`config.mk`:
```
export PLATFORM = sky130hd
export DESIGN_NAME = spi_mem_arbiter
export DESIGN_NICKNAME = d
export VERILOG_FILES = /design/src/rtl/spi_mem_arb_pkg.sv /design/src/rtl/rr_arb2.sv /design/src/rtl/spi_mem_arbiter.sv
export SDC_FILE = /design/constraint.sdc
export NUM_CORES = 1
export LEC_CHECK = 0
export CAP_MARGIN = 5
export CORE_MARGIN = 1.5
export CORE_UTILIZATION = 25
export CTS_BUF_LIST = sky130_fd_sc_hd__clkbuf_4 sky130_fd_sc_hd__clkbuf_8 sky130_fd_sc_hd__clkbuf_16
export CTS_CLUSTER_DIAMETER = 30
export DETAILED_ROUTE_END_ITERATION = 7
export HOLD_SLACK_MARGIN = 0.15
export PLACE_DENSITY_LB_ADDON = 0.08
export SYNTH_ARGS = -nofsm -noshare
export SYNTH_HDL_FRONTEND = slang
export SYNTH_SLANG_ARGS = --single-unit
```
`constraint.sdc`:
```
create_clock -name clk -period 2 [get_ports clk]
set_input_delay 0.4 -clock clk [delete_from_list [all_inputs] [get_ports clk]]
set_output_delay 0.4 -clock clk [all_outputs]
set_load 0.02 [all_outputs]
```
`src/rtl/spi_mem_arb_pkg.sv`:
```
// spi_mem_arb_pkg: shared state type and constants for the SPI SRAM arbiter
package spi_mem_arb_pkg;
  typedef enum logic [1:0] {IDLE, BUSY, GAP} arb_state_t;
  localparam logic PORT_CPU = 1'b0;
  localparam logic PORT_AUX = 1'b1;
  localparam logic [31:0] TIMEOUT_RDATA = 32'h0;
endpackage

```
`src/rtl/rr_arb2.sv`:
```
// rr_arb2: two-way winner pick with last-owner memory for round-robin
module rr_arb2
  import spi_mem_arb_pkg::*;
#(
  parameter bit RR = 1'b1
) (
  input  logic       clk,
  input  logic       rst_n,
  input  logic [1:0] req,
  input  logic       done,
  input  logic       done_port,
  output logic       win
);
  logic last_q, last_d;
  always_comb begin
    last_d = done ? done_port : last_q;
    win = req == 2'b10 ? PORT_AUX : (req == 2'b11 && RR) ? ~last_q : PORT_CPU;
  end
  always_ff @(posedge clk or negedge rst_n)
    if (!rst_n) last_q <= PORT_AUX;
    else last_q <= last_d;
endmodule

```
`src/rtl/spi_mem_arbiter.sv`:
```
// spi_mem_arbiter: serialises two Wishbone masters onto one SPI SRAM controller port
module spi_mem_arbiter
  import spi_mem_arb_pkg::*;
#(
  parameter int AW = 14,
  parameter int RR = 1,
  parameter int TIMEOUT = 0,
  parameter int TW = 16
) (
  input  logic          clk,
  input  logic          rst_n,
  input  logic          s0_cyc,
  input  logic [AW-1:0] s0_adr,
  input  logic          s0_we,
  input  logic [31:0]   s0_dat_i,
  input  logic [3:0]    s0_sel,
  output logic [31:0]   s0_dat_o,
  output logic          s0_ack,
  input  logic          s1_cyc,
  input  logic [AW-1:0] s1_adr,
  input  logic          s1_we,
  input  logic [31:0]   s1_dat_i,
  input  logic [3:0]    s1_sel,
  output logic [31:0]   s1_dat_o,
  output logic          s1_ack,
  output logic          m_cyc,
  output logic [AW-1:0] m_adr,
  output logic          m_we,
  output logic [31:0]   m_dat_o,
  output logic [3:0]    m_sel,
  input  logic [31:0]   m_dat_i,
  input  logic          m_ack,
  output logic [1:0]    grant,
  output logic          timeout_err
);
  localparam logic [TW-1:0] TMO_LAST = TW'(TIMEOUT > 0 ? TIMEOUT - 1 : 0);
  arb_state_t state_q, state_d;
  logic [AW-1:0] adr_q, adr_d;
  logic [31:0] wdat_q, wdat_d, rdat_q, rdat_d;
  logic [3:0] sel_q, sel_d;
  logic [1:0] grant_q, grant_d, ack_q, ack_d;
  logic [TW-1:0] cnt_q, cnt_d;
  logic we_q, we_d, cyc_q, cyc_d, terr_q, terr_d, owner_q, owner_d;
  logic win, done, tmo;

  rr_arb2 #(.RR(RR != 0)) u_arb (
    .clk(clk), .rst_n(rst_n), .req({s1_cyc, s0_cyc}),
    .done(done), .done_port(owner_q), .win(win)
  );

  always_comb begin
    state_d = state_q;
    adr_d = adr_q;
    wdat_d = wdat_q;
    rdat_d = rdat_q;
    sel_d = sel_q;
    we_d = we_q;
    cyc_d = cyc_q;
    grant_d = grant_q;
    owner_d = owner_q;
    cnt_d = cnt_q;
    ack_d = 2'b00;
    terr_d = 1'b0;
    done = 1'b0;
    tmo = TIMEOUT != 0 && cnt_q == TMO_LAST;
    if (state_q == IDLE && (s0_cyc || s1_cyc)) begin
      state_d = BUSY;
      adr_d = win ? s1_adr : s0_adr;
      wdat_d = win ? s1_dat_i : s0_dat_i;
      sel_d = win ? s1_sel : s0_sel;
      we_d = win ? s1_we : s0_we;
      cyc_d = 1'b1;
      grant_d = win ? 2'b10 : 2'b01;
      owner_d = win;
      cnt_d = '0;
    end else if (state_q == BUSY) begin
      cnt_d = cnt_q + 1'b1;
      // an ack in the timeout cycle still counts as a normal completion
      if (m_ack || tmo) begin
        state_d = GAP;
        cyc_d = 1'b0;
        grant_d = 2'b00;
        done = 1'b1;
        ack_d = owner_q ? 2'b10 : 2'b01;
        terr_d = !m_ack;
        rdat_d = !m_ack ? TIMEOUT_RDATA : we_q ? rdat_q : m_dat_i;
      end
    end else if (state_q == GAP) begin
      state_d = IDLE;
    end
  end

  always_ff @(posedge clk or negedge rst_n)
    if (!rst_n) begin
      state_q <= IDLE;
      adr_q <= '0;
      wdat_q <= '0;
      rdat_q <= '0;
      sel_q <= '0;
      we_q <= 1'b0;
      cyc_q <= 1'b0;
      grant_q <= '0;
      owner_q <= 1'b0;
      cnt_q <= '0;
      ack_q <= '0;
      terr_q <= 1'b0;
    end else begin
      state_q <= state_d;
      adr_q <= adr_d;
      wdat_q <= wdat_d;
      rdat_q <= rdat_d;
      sel_q <= sel_d;
      we_q <= we_d;
      cyc_q <= cyc_d;
      grant_q <= grant_d;
      owner_q <= owner_d;
      cnt_q <= cnt_d;
      ack_q <= ack_d;
      terr_q <= terr_d;
    end

  assign m_cyc = cyc_q;
  assign m_adr = adr_q;
  assign m_we = we_q;
  assign m_dat_o = wdat_q;
  assign m_sel = sel_q;
  assign grant = grant_q;
  assign timeout_err = terr_q;
  assign s0_ack = ack_q[0];
  assign s1_ack = ack_q[1];
  assign s0_dat_o = rdat_q;
  assign s1_dat_o = rdat_q;
endmodule

```
==> impl_metrics.yaml <==
global_route:
  grtUsageTotal: 0.146
  grt_pass1_vias: 3339
  grt_overflow_total: 0
  grt_first_pass_wirelength_um: 18700
  antenna_found_initial: 0
  grt_max_degree: 54
placement:
  portBuffers: 258
  dpl.hpwl_um: 9530
  gp_congestion: 0.698
  place_area_mm2: 0.00669
floorplanning:
  core.rowCount: 46
  die_y_um: 131
  core_mm2: 0.0159
  die_w_um: 131
  start_util: 0.257
  io-pin-count: 260
  die-area_mm2: 0.0171
cells_and_area:
  nets: 672
  diodes: 0
  final_area_mm2: 0.00703
  drive_gt1_frac: 0.134
  area_growth_pct: 72.3
clock_network:
  htreeDepth: 3
  clk_path_buf_depth: 2
  cts_root_buffer: "clkbuf_16"
  clock_sinks: 92
  numCtsBuffers: 9
  path_clk_slew_ns: 0.06
  clock_latency_ns: 0.34
  tritoncts: "done"
  postCtsSetupRepairBufs: 0
detailed_routing:
  drtAntennaViolNets: 0
  vias: 3368
  routed_wl_um: 13100
  drtIter0Drc: 107
  drc: 0
  post_drt_wl_per_cell_um: 17.3
  first_pass_iters: 4
  drt-vias-per-instance: 4.47
setup_path:
  slowest_stage: "clkdlybuf4s50_1"
  crit_family: "buffers and inverters"
  cp_max_fo: 3
  crit_path_end_kind: "output pin"
  worstPathArrival_ns: 1.44
  cp-start-kind: "flip-flop"
  path_cells: "clkdlybuf4s50_1"
  cp_num_buf_inv: 1
  cpPeakStageDelay_ns: 0.68
  worstPathRequired_ns: 1.60
  crit_type: "reg2out"
sta:
  setup_viol: 0
  drv_slew: 0
  slew_headroom: 0.461
  rsz0062_at_grt: "no"
  min_period_ns: 1.84
  hold_violations: 0
  fin_skew_ns: 0.00728
  timing.fmax_ghz: 0.544
  whs_ns: 0.469
  period_share: 0.919
  tightest_slew_ns: 0.807
synthesis:
  synth_xor_area_frac: 0
  ys_ff_latch: 92
  synth_top_family_by_area: "compound AO/OA/AOI/OAI gates"
  postSynthCellCount: 304
  yosysSeqAreaShare: 0.565
  synth_adder_area_share: 0
  synthesis.area_mm2: 0.00408
  syn_area_per_cell_um2: 13.4
  synth-compound-area-share: 0.140
  synth_warnings: 0
  synth-simple-area-share: 0.0951
  synth_mux_area_frac: 0.0883
  synth_cell_types: 23
  synth_nets: 443
job:
  max-cap-violations: 0
power_and_ir_drop:
  p_leak_nw: 3.06
  powerDensity_mw_per_mm2: 1620
  peakVddDrop_mv: 0.566
  total_power_mw: 11.4
worst_hold_path:
  hold_path.class: "reg2reg"
outcome:
  status: "finished clean"
[per-layer routing]
layer / up-vias / share of wire / global-route usage
li1: 1570 / - / -
met1: 1599 / 0.41 / 0.174
met2: 185 / 0.46 / 0.234
met3: 14 / 0.11 / 0.0586
met4: 0 / 0.018 / 0.0659
met5: - / 0 / 0
[flip-flops by register name, summed over array words and instances, names as in the netlist]
| name | flops |
|---|---|
| m_we | 1 |
| m_cyc | 1 |
| u_arb.last_q | 1 |
| m_sel | 4 |
| m_adr | 14 |
| state_q | 2 |
| ack_q | 2 |
| grant | 2 |
| s0_dat_o | 32 |
| owner_q | 1 |
| m_dat_o | 32 |
[worst paths after layout]
path	from	endpoint	slack, ns	cells past startpoint
setup / recovery	m_we$_DFFE_PN0P_	m_we	0.16	1
hold / removal	owner_q$_DFFE_PN0P_	ack_q[0]$_DFF_PN0_	0.47	1
setup reg to reg	state_q[1]$_DFFE_PN0P_	s0_dat_o[6]$_DFFE_PN0P_	0.50	4
hold reg to reg	owner_q$_DFFE_PN0P_	ack_q[0]$_DFF_PN0_	0.47	1
max in group asynchronous	rst_n	m_adr[1]$_DFFE_PN0P_	0.88	3
min in group asynchronous	rst_n	m_dat_o[7]$_DFFE_PN0P_	0.57	2
[per-stage QoR]
step	cells	util	TNS [ns]	setup slack, ns
global placement	736	0.421	-15.04	-0.316
global route	754	0.442	0	0.124
floorplan	304	-	0	0.518
detailed placement	736	0.421	-16.49	-0.331
CTS	753	0.441	0	0.0366
finish	754	0.442	0	0.162
[cell type report]
| class | count | area (um2) |
|---|---|---|
| tap | 216 | 270 |
| timing repair buffer | 275 | 2790 |
| fill | 1513 | 8860 |
| inverter | 1 | 3.75 |
| sequential | 92 | 2300 |
| clock buffer | 14 | 269 |
| clock inverter | 2 | 35.0 |
| multi-input combinational | 154 | 1360 |
[power breakdown]
group	switching, mW	total (mW)	internal (mW)	leakage, nW
Sequential	0.616	3.40	2.78	1.12
Clock	0.693	1.75	1.06	0.155
Combinational	2.93	6.27	3.34	1.78
Total	4.23	11.4	7.18	3.06
[cells by family (layout without fill, tap and decap cells)]
family | count (synthesis) | in the layout
buffers and inverters | 59 | 292
multiplexers | 32 | 32
AND/OR/NAND/NOR | 62 | 62
flip-flops | 92 | 92
other | 1 | 1
AO/OA/AOI/OAI | 58 | 59
[synthesized netlist by cell type (all sizes together)]
cell type | count | area (um2)
a21boi | 1 | 11.3
a21o | 1 | 7.51
a221o | 51 | 510
a22o | 1 | 8.76
a31o | 1 | 8.76
a32o | 1 | 10.0
and3 | 52 | 325
buf | 47 | 405
clkbuf | 11 | 41.3
conb | 1 | 3.75
dfrtp | 91 | 2280
dfstp | 1 | 26.3
inv | 1 | 3.75
mux2 | 32 | 360
nand2 | 4 | 15.0
nand2b | 1 | 6.26
nand3b | 1 | 11.3
nor2 | 4 | 30.0
o21a | 1 | 7.51
o21ai | 1 | 8.76
[timing repair]
action	in CTS	in global routing
resized for setup	0	1
endpoints found under the hold margin	29	0
setup endpoints to repair	0	51
hold buffers	1	0
[cells in the final DEF (no fill, tap or decap), types with 2 or more instances in the layout]
cell type	instances
nand2_1	4
a221o_1	51
clkbuf_4	4
nor2_4	2
buf_4	11
clkdlybuf4s50_1	257
buf_12	6
and3_1	51
a21boi_4	2
clkbuf_16	9
dfrtp_1	91
mux2_1	2
nor2_1	2
mux2_2	30
No activity file was read; power rests on OpenSTA's default activity.
